### config.mk
export PLATFORM = sky130hd
export DESIGN_NAME = mult_div_unit
export DESIGN_NICKNAME = d
export VERILOG_FILES = /design/src/rtl/mult_div_unit.sv
export SDC_FILE = /design/constraint.sdc
export NUM_CORES = 1
export LEC_CHECK = 0
export ABC_AREA = 1
export CAP_MARGIN = 10
export CORE_UTILIZATION = 43
export DETAILED_ROUTE_END_ITERATION = 10
export PLACE_DENSITY = 0.63
export SLEW_MARGIN = 20
export SYNTH_ARGS = -nofsm -noshare
export SYNTH_HDL_FRONTEND = slang
export SYNTH_SLANG_ARGS = --single-unit
### constraint.sdc
create_clock -name clk -period 6.1 [get_ports clk]
set_input_delay 1.525 -clock clk [delete_from_list [all_inputs] [get_ports clk]]
set_output_delay 1.525 -clock clk [all_outputs]
set_load 0.02 [all_outputs]
### src/rtl/mult_div_unit.sv
// Iterative MIPS32 multiply/divide unit owning the HI/LO registers.
// Optional MDU_EARLY_OUT_EN: zero-operand multiplies and divide-by-zero skip the RUN phase.
module mult_div_unit (
  input  logic        clk,
  input  logic        reset,
  input  logic        start,
  input  logic [1:0]  op,
  input  logic [31:0] a,
  input  logic [31:0] b,
  input  logic        hi_we,
  input  logic        lo_we,
  input  logic [31:0] wdata,
  output logic        busy,
  output logic        done,
  output logic [31:0] hi,
  output logic [31:0] lo
);

  typedef enum logic [1:0] {
    S_IDLE = 2'd0,
    S_RUN  = 2'd1,
    S_FIX  = 2'd2
  } state_e;

  state_e      state_q, state_d;
  logic [4:0]  cnt_q, cnt_d;
  logic        is_div_q, is_div_d;
  logic        neg_res_q, neg_res_d;
  logic        neg_rem_q, neg_rem_d;
  logic        dz_q, dz_d;
  logic        zero_q, zero_d;
  logic [31:0] a_raw_q, a_raw_d;
  logic [31:0] opnd_q, opnd_d;
  logic [63:0] acc_q, acc_d;
  logic [32:0] rem_q, rem_d;
  logic [31:0] hi_q, hi_d;
  logic [31:0] lo_q, lo_d;
  logic        busy_q, busy_d;
  logic        done_q, done_d;

  logic        a_neg_s, b_neg_s, skip_s;
  logic [31:0] a_mag_s, b_mag_s;
  logic [32:0] mul_sum_s;
  logic [32:0] div_shift_s;
  logic [33:0] div_diff_s;
  logic [63:0] prod_s;
  logic [31:0] quo_s, rem_s;

  assign a_neg_s = ~op[0] & a[31];
  assign b_neg_s = ~op[0] & b[31];
  assign a_mag_s = a_neg_s ? (32'd0 - a) : a;
  assign b_mag_s = b_neg_s ? (32'd0 - b) : b;

  // acc holds {partial product, remaining multiplier bits} for multiply, dividend/quotient in [31:0] for divide
  assign mul_sum_s   = {1'b0, acc_q[63:32]} + (acc_q[0] ? {1'b0, opnd_q} : 33'd0);
  assign div_shift_s = {rem_q[31:0], acc_q[31]};
  assign div_diff_s  = {1'b0, div_shift_s} - {2'b00, opnd_q};

  assign prod_s = neg_res_q ? (64'd0 - acc_q) : acc_q;
  assign quo_s  = neg_res_q ? (32'd0 - acc_q[31:0]) : acc_q[31:0];
  assign rem_s  = neg_rem_q ? (32'd0 - rem_q[31:0]) : rem_q[31:0];

`ifdef MDU_EARLY_OUT_EN
  assign skip_s = op[1] ? (b == 32'd0) : ((a == 32'd0) || (b == 32'd0));
`else
  assign skip_s = 1'b0;
`endif

  // Next-state, datapath and HI/LO update logic
  always_comb begin
    state_d   = state_q;
    cnt_d     = cnt_q;
    is_div_d  = is_div_q;
    neg_res_d = neg_res_q;
    neg_rem_d = neg_rem_q;
    dz_d      = dz_q;
    zero_d    = zero_q;
    a_raw_d   = a_raw_q;
    opnd_d    = opnd_q;
    acc_d     = acc_q;
    rem_d     = rem_q;
    hi_d      = hi_q;
    lo_d      = lo_q;

    case (state_q)
      S_IDLE: begin
        if (hi_we) begin
          hi_d = wdata;
        end else begin
          hi_d = hi_q;
        end
        if (lo_we) begin
          lo_d = wdata;
        end else begin
          lo_d = lo_q;
        end
        if (start) begin
          is_div_d  = op[1];
          neg_res_d = a_neg_s ^ b_neg_s;
          neg_rem_d = a_neg_s;
          dz_d      = op[1] & (b == 32'd0);
          zero_d    = ~op[1] & ((a == 32'd0) || (b == 32'd0));
          a_raw_d   = a;
          opnd_d    = op[1] ? b_mag_s : a_mag_s;
          acc_d     = op[1] ? {32'd0, a_mag_s} : {32'd0, b_mag_s};
          rem_d     = 33'd0;
          cnt_d     = 5'd0;
          state_d   = skip_s ? S_FIX : S_RUN;
        end else begin
          state_d = S_IDLE;
        end
      end
      S_RUN: begin
        if (is_div_q) begin
          if (!div_diff_s[33]) begin
            rem_d = div_diff_s[32:0];
            acc_d = {acc_q[63:32], acc_q[30:0], 1'b1};
          end else begin
            rem_d = div_shift_s;
            acc_d = {acc_q[63:32], acc_q[30:0], 1'b0};
          end
        end else begin
          acc_d = {mul_sum_s, acc_q[31:1]};
        end
        if (cnt_q == 5'd31) begin
          cnt_d   = 5'd0;
          state_d = S_FIX;
        end else begin
          cnt_d   = cnt_q + 5'd1;
          state_d = S_RUN;
        end
      end
      S_FIX: begin
        if (is_div_q) begin
          if (dz_q) begin
            hi_d = a_raw_q;
            lo_d = 32'hFFFF_FFFF;
          end else begin
            hi_d = rem_s;
            lo_d = quo_s;
          end
        end else begin
          if (zero_q) begin
            hi_d = 32'd0;
            lo_d = 32'd0;
          end else begin
            hi_d = prod_s[63:32];
            lo_d = prod_s[31:0];
          end
        end
        state_d = S_IDLE;
      end
      default: begin
        state_d = S_IDLE;
        cnt_d   = 5'd0;
      end
    endcase

    busy_d = (state_d != S_IDLE);
    done_d = (state_d == S_FIX);
  end

  // State and output registers with synchronous reset
  always_ff @(posedge clk) begin
    if (reset) begin
      state_q   <= S_IDLE;
      cnt_q     <= 5'd0;
      is_div_q  <= 1'b0;
      neg_res_q <= 1'b0;
      neg_rem_q <= 1'b0;
      dz_q      <= 1'b0;
      zero_q    <= 1'b0;
      a_raw_q   <= 32'd0;
      opnd_q    <= 32'd0;
      acc_q     <= 64'd0;
      rem_q     <= 33'd0;
      hi_q      <= 32'd0;
      lo_q      <= 32'd0;
      busy_q    <= 1'b0;
      done_q    <= 1'b0;
    end else begin
      state_q   <= state_d;
      cnt_q     <= cnt_d;
      is_div_q  <= is_div_d;
      neg_res_q <= neg_res_d;
      neg_rem_q <= neg_rem_d;
      dz_q      <= dz_d;
      zero_q    <= zero_d;
      a_raw_q   <= a_raw_d;
      opnd_q    <= opnd_d;
      acc_q     <= acc_d;
      rem_q     <= rem_d;
      hi_q      <= hi_d;
      lo_q      <= lo_d;
      busy_q    <= busy_d;
      done_q    <= done_d;
    end
  end

  assign busy = busy_q;
  assign done = done_q;
  assign hi   = hi_q;
  assign lo   = lo_q;

endmodule
==> results.py, run 1 <==
metrics = {
    "status": {
        "outcome": "completed",
    },
    "clock_network": {
        "cts.path.max_buffers": 3,
        "htree_levels": 1,
        "ctsResizeCount": 0,
        "cts_hold_buf": 0,
        "cts_tree": "yes",
        "clock_latency_ns": 0.59,
        "cts_root_buf": "clkbuf_16",
        "numCtsBuffers": 30,
        "post_cts_buffers": 0,
        "cts.reportedPaths.clkPinSlew_ns": 0.06,
        "clock-sinks": 238,
    },
    "critical_path": {
        "end_kind": "flip-flop",
        "r2r_setup_slack_ns": 2.57,
        "reg2reg_depth": 12,
        "r2r-end": "rem_q[30]$_SDFFE_PP0P_",
        "worstSetupPathType": "in -> reg",
        "crit_required_ns": 6.56,
        "cp.arrival_ns": 4.11,
        "critPathMaxFanout": 26,
        "timing.rr.start": "opnd_q[18]$_SDFFE_PP0P_",
        "critPathLaunchType": "input port",
    },
    "yosys": {
        "yosysUniqueCellTypes": 48,
        "synth_warnings": 0,
        "ys_async_sr_fraction": 0,
        "syn_avg_cell_area_um2": 5.91,
        "yosysMostFrequentCell": "nand2_1",
        "synth_commonest_cells": "845 x nand2_1, 362 x a21oi_1, 355 x nor2_1",
        "synth_flop_cell": "dfxtp_1",
        "syn_area_mm2": 0.0201,
        "synthCells": 3396,
        "synth_area_leaders": "dfxtp_1 24%, nand2_1 16%, a21oi_1 9.0%",
        "ys_seq_area_frac": 0.238,
        "netlist.area_leader.share": 0.238,
        "yosysTopAreaCell": "dfxtp_1",
        "ys_ff_latch": 238,
        "syn-num-nets": 3571,
        "synth_edf_count": 0,
    },
    "routing": {
        "viasPerCell": 5.93,
        "drt-initial-drc-count": 2915,
        "wire_per_inst_um": 22.2,
        "wl_mm": 90.7,
        "first_pass_iters": 6,
        "dr_total_vias": 24282,
        "drc_errors": 0,
        "antenna_left": 0,
    },
    "die": {
        "die_w_um": 218,
        "ios": 169,
        "coreArea_mm2": 0.0457,
        "dieHeight_um": 218,
        "num_rows": 78,
        "die_area_mm2": 0.0475,
        "initial_utilization": 0.439,
    },
    "sta": {
        "clock_skew_ns": 0.0152,
        "fmax_mhz": 274,
        "finalSetupViolations": 0,
        "hold_viol": 0,
        "slew_viol_final": 0,
        "finalSetupTns_ns": 0,
        "maxSlewHeadroom": 0.287,
        "tightest_slew_ns": 1.07,
        "period_share": 0.598,
        "rsz0062_at_grt": "false",
        "period_needed_ns": 3.65,
    },
    "power_and_ir_drop": {
        "pwr-share-seq": 0.351,
        "combPwrFrac": 0.259,
        "p_sw_mw": 1.83,
        "ir_worst_vdd_uv": 180,
        "clkPwrFrac": 0.390,
        "leakage_nw": 11.0,
        "switching_share": 0.356,
        "internal_power_mw": 3.32,
        "power_density_mw_per_mm2": 223,
    },
    "placement": {
        "dp_cells": 4040,
        "hpwlAfterDp_mm": 71.4,
        "io_buffers": 168,
        "globalplace.congestion": 1.00,
    },
    "layout": {
        "fill_cells": 4782,
        "drive_gt1_frac": 0.0464,
        "syn_to_final_growth_pct": 15.4,
        "fin_cells": 4096,
        "nets": 3647,
    },
    "global_routing": {
        "overflow": 0,
        "grt_max_degree": 85,
        "antenna_found_initial": 1,
        "grt_pass1_vias": 22263,
        "gr-usage-all-layers": 0.371,
        "grt_first_pass_wirelength_mm": 135,
    },
    "min_path": {
        "min_path_cells": 2,
        "min_from": "a_raw_q[31]$_SDFFE_PP0P_",
        "hold_path.class": "reg -> reg",
        "min_to": "a_raw_q[31]$_SDFFE_PP0P_",
    },
    "flow_run": {
        "drv_cap": 0,
    },
}
metrics by stage:
stage / area (um^2) / utilization / power [mW] / setup slack, ns / hold WS (ns)
6_report: 23100 / 0.507 / 5.15 / 2.45 / 0.462
3_5_place_dp: 22000 / 0.483 / 3.13 / 1.91 / 0.450
5_1_grt: 23100 / 0.507 / 5.34 / 2.40 / 0.480
4_1_cts: 23100 / 0.506 / 5.13 / 2.52 / 0.459
2_1_floorplan: 20100 / - / 2.61 / 3.15 / 0.430
3_3_place_gp: 22000 / 0.483 / 3.13 / 1.88 / 0.446
cell families after synthesis:
| kind of cell | after synthesis | synth area share |
|---|---|---|
| adder cells (fa/ha/maj) | 72 | 0.0457 |
| XOR/XNOR | 86 | 0.0376 |
| flip-flops | 238 | 0.238 |
| buffers and inverters | 511 | 0.0998 |
| AO/OA/AOI/OAI | 783 | 0.215 |
| AND/OR/NAND/NOR | 1706 | 0.365 |
power by group through the flow:
stage | sequential [mW] | clock (mW) | combinational (mW)
2_1_floorplan | 1.79 | 0 | 0.813
3_3_place_gp | 1.83 | 0 | 1.30
3_5_place_dp | 1.83 | 0 | 1.30
4_1_cts | 1.80 | 2.02 | 1.31
5_1_grt | 1.81 | 2.08 | 1.45
6_report | 1.81 | 2.01 | 1.33
final cells by class:
type | count | area, um^2 | share of cell area
diodes | 1 | 2.50 | 0.000108
clock buffers | 39 | 835 | 0.0361
clock inverters | 16 | 251 | 0.0109
inverters | 364 | 1370 | 0.0591
multi-input cells | 2647 | 13300 | 0.575
flip-flops and latches | 238 | 4770 | 0.206
well taps | 600 | 751 | 0.0324
repair buffers | 191 | 1850 | 0.0800
sequential cells by signal, summed over array words and instances (netlist names), 2 cells and up:
register	count
hi	32
opnd_q	32
acc_q	64
state_q	2
rem_q	32
lo	32
a_raw_q	32
cnt_q	5
layer usage:
layer | vias up | share of wire | GRT usage
met3 | 183 | 0.091 | 0.0614
met1 | 11362 | 0.43 | 0.514
li1 | 11462 | - | -
met5 | - | 0.000099 | 0
met2 | 1273 | 0.42 | 0.555
met4 | 2 | 0.052 | 0.178
cells in the final DEF (no fill, tap or decap), types with 10 or more instances in the layout:
cell / n
a21oi_1: 362
a221oi_1: 34
a31oi_1: 10
buf_4: 24
clkbuf_16: 30
clkdlybuf4s50_1: 167
dfxtp_1: 237
ha_1: 70
inv_1: 351
inv_2: 11
nand2_1: 845
nand3_1: 318
nand3b_1: 17
nand4_1: 57
nor2_1: 353
nor2_2: 16
nor3_1: 44
o211ai_1: 20
o21a_1: 10
o21ai_0: 272
o21ai_1: 17
o21bai_1: 10
or2_2: 18
xnor2_1: 32
xor2_1: 54
worst max path at each step:
| stage | slack, ns | start | endpoint |
|---|---|---|---|
| floorplan | 3.15 | a[1] | acc_q[12]$_SDFFE_PP0P_ |
| global placement | 1.88 | start | opnd_q[17]$_SDFFE_PP0P_ |
| detailed placement | 1.91 | start | opnd_q[17]$_SDFFE_PP0P_ |
| CTS | 2.52 | start | opnd_q[17]$_SDFFE_PP0P_ |
| global route | 2.40 | opnd_q[18]$_SDFFE_PP0P_ | rem_q[28]$_SDFFE_PP0P_ |
| finish | 2.45 | start | opnd_q[17]$_SDFFE_PP0P_ |
critical path, cell delays in order:
cell and delay [ns]:
clkdlybuf4s50_1 0.40, nand2_1 0.13, nor2_4 0.06, inv_2 0.51, nor2_4 0.26, inv_1 0.59
a21oi_1 0.15, o31ai_1 0.39, inv_1 0.08
No activity file was read; power rests on OpenSTA's default activity.
==> run 2, diff against run 1 <==
==> constraint.sdc (replaced) <==
create_clock -name clk -period 3.78 [get_ports clk]
set_input_delay 0.945 -clock clk [delete_from_list [all_inputs] [get_ports clk]]
set_output_delay 0.945 -clock clk [all_outputs]
set_load 0.02 [all_outputs]
==> run 2 against run 1 <==
Final area up 0.84%. Sequential power up 60%. Critical path depth up 7. Die area unchanged. Combinational power up 67%. Register-to-register slack worse by 1.8 ns. Cell count up 0.76%. Power up 59%. Flip-flop and latch count unchanged. Largest cell class unchanged.
==> results.py, run 2 (synthesis gave the netlist of run 1 again) <==
metrics = {
    "die": {
        "coreArea_mm2": 0.0457,
        "ios": 169,
        "dieHeight_um": 218,
        "num_rows": 78,
        "die_w_um": 218,
        "die_area_mm2": 0.0475,
        "initial_utilization": 0.439,
    },
    "global_routing": {
        "grt_first_pass_wirelength_mm": 135,
        "grt_pass1_vias": 22181,
        "gr-usage-all-layers": 0.375,
        "grt_max_degree": 85,
        "antenna_found_initial": 3,
        "overflow": 0,
    },
    "critical_path": {
        "crit_top_cell": "nand2_1",
        "crit_required_ns": 4.33,
        "cp_slowest_cell": "dfxtp_1",
        "worstSetupPathType": "reg -> reg",
        "cp.arrival_ns": 3.60,
        "end_kind": "flip-flop",
        "cp_slowest_stage_delay_ns": 0.65,
        "critPathMaxFanout": 5,
        "critPathLaunchType": "flip-flop",
        "crit_chain": "nand2_1, inv_1, ha_1, inv_1, fa_1, o21ai_0, a21oi_1, inv_1, nand2_1, nand2_1, nand2_1, nand2_1, nand2_1, nand2_1, nand2_1, a21oi_1",
    },
    "placement": {
        "hpwlAfterDp_mm": 73.2,
        "io_buffers": 168,
        "globalplace.congestion": 1.03,
    },
    "clock_network": {
        "cts_hold_buf": 0,
        "ctsResizeCount": 0,
        "cts_tree": "yes",
        "cts.path.max_buffers": 3,
        "clock-sinks": 238,
        "cts.reportedPaths.clkPinSlew_ns": 0.06,
        "post_cts_buffers": 0,
        "cts_root_buf": "clkbuf_16",
        "htree_levels": 1,
        "numCtsBuffers": 30,
        "clock_latency_ns": 0.63,
    },
    "sta": {
        "maxSlewHeadroom": 0.309,
        "finalSetupViolations": 0,
        "period_share": 0.807,
        "hold_slack_ns": 0.484,
        "hold_viol": 0,
        "fmax_mhz": 328,
        "period_needed_ns": 3.05,
        "finalSetupTns_ns": 0,
        "slew_viol_final": 0,
        "clock_skew_ns": 0.0606,
        "rsz0062_at_grt": "false",
        "tightest_slew_ns": 1.04,
    },
    "layout": {
        "syn_to_final_growth_pct": 16.4,
        "nets": 3677,
        "drive_gt1_frac": 0.0553,
        "largest_reg_flops": 64,
        "final_common_cell": "nand2_1",
        "layout_common_cells": "845 x nand2_1, 362 x a21oi_1, 353 x nor2_1, 351 x inv_1, 318 x nand3_1",
        "top_register": "acc_q",
    },
    "power_and_ir_drop": {
        "finalPower_mw": 8.18,
        "ir_worst_vdd_uv": 318,
        "leakage_nw": 11.1,
        "power_density_mw_per_mm2": 351,
    },
    "routing": {
        "wire_per_inst_um": 22.2,
        "drt-initial-drc-count": 2913,
        "antenna_left": 0,
        "wl_mm": 91.6,
        "drc_errors": 0,
        "viasPerCell": 5.92,
        "first_pass_iters": 6,
        "dr_total_vias": 24427,
    },
    "min_path": {
        "hold_path.class": "reg -> reg",
    },
    "status": {
        "outcome": "completed",
    },
    "flow_run": {
        "drv_cap": 0,
    },
}
## run 2: cell count changes in the layout (fill, tap and decap cells not counted), moves of 2 or more
cell,change
bufinv_16,-3
inv_6,+4
clkbuf_1,-2
clkbuf_8,-3
buf_12,+4
clkinv_2,+3
buf_4,+26
## run 2: area by class of cell
| class | count | area (um^2) |
|---|---|---|
| repair buffers | 221 | 2130 |
| multi-input cells | 2647 | 13300 |
| diodes | 1 | 2.50 |
| flip-flops and latches | 238 | 4770 |
| clock inverters | 22 | 228 |
| well taps | 600 | 751 |
| inverters | 364 | 1370 |
| clock buffers | 34 | 786 |
| fillers | 4853 | 22300 |
## run 2: worst max-delay path, delay by kind of cell, from the launching register on
kind | cells | cell delay (ns)
fa+ha+maj | 2 | 0.57
buf+inv | 3 | 0.31
compound gates | 3 | 0.76
simple gates | 8 | 0.73
flops | 1 | 0.65
## run 2: stage by stage
step / setup WS, ns / utilization / area, um^2 / instances
6_report: 0.728 / 0.511 / 23300 / 4127
3_5_place_dp: 0.449 / 0.489 / 22300 / 4070
3_3_place_gp: 0.455 / 0.489 / 22300 / 4070
2_1_floorplan: 1.41 / - / 20100 / 3396
5_1_grt: 0.519 / 0.511 / 23300 / 4126
4_1_cts: 0.739 / 0.511 / 23300 / 4126
## run 2: report_power, final
part	leakage (nW)	switching (mW)	internal, mW
Clock	0.502	1.34	1.72
Combinational	8.67	1.47	0.755
Sequential	1.95	0.230	2.67
## run 2: final timing paths
check	to	slack, ns	startpoint	cells after the start
min	cnt_q[1]$_SDFFE_PP0P_	0.48	cnt_q[1]$_SDFFE_PP0P_	2
max reg2reg	acc_q[63]$_SDFFE_PP0P_	0.73	opnd_q[0]$_SDFFE_PP0P_	16
min reg2reg	cnt_q[1]$_SDFFE_PP0P_	0.48	cnt_q[1]$_SDFFE_PP0P_	2
max	acc_q[63]$_SDFFE_PP0P_	0.73	opnd_q[0]$_SDFFE_PP0P_	16
## run 2: routing by layer
| layer | up-vias | GRT usage | share of wire | routed length [um] |
|---|---|---|---|---|
| met5 | - | 0 | 0.00041 | 38 |
| met4 | 6 | 0.181 | 0.054 | 4920 |
| met3 | 215 | 0.0681 | 0.10 | 9150 |
| met2 | 1298 | 0.569 | 0.43 | 39000 |
| met1 | 11374 | 0.509 | 0.42 | 38500 |
| li1 | 11534 | - | - | - |
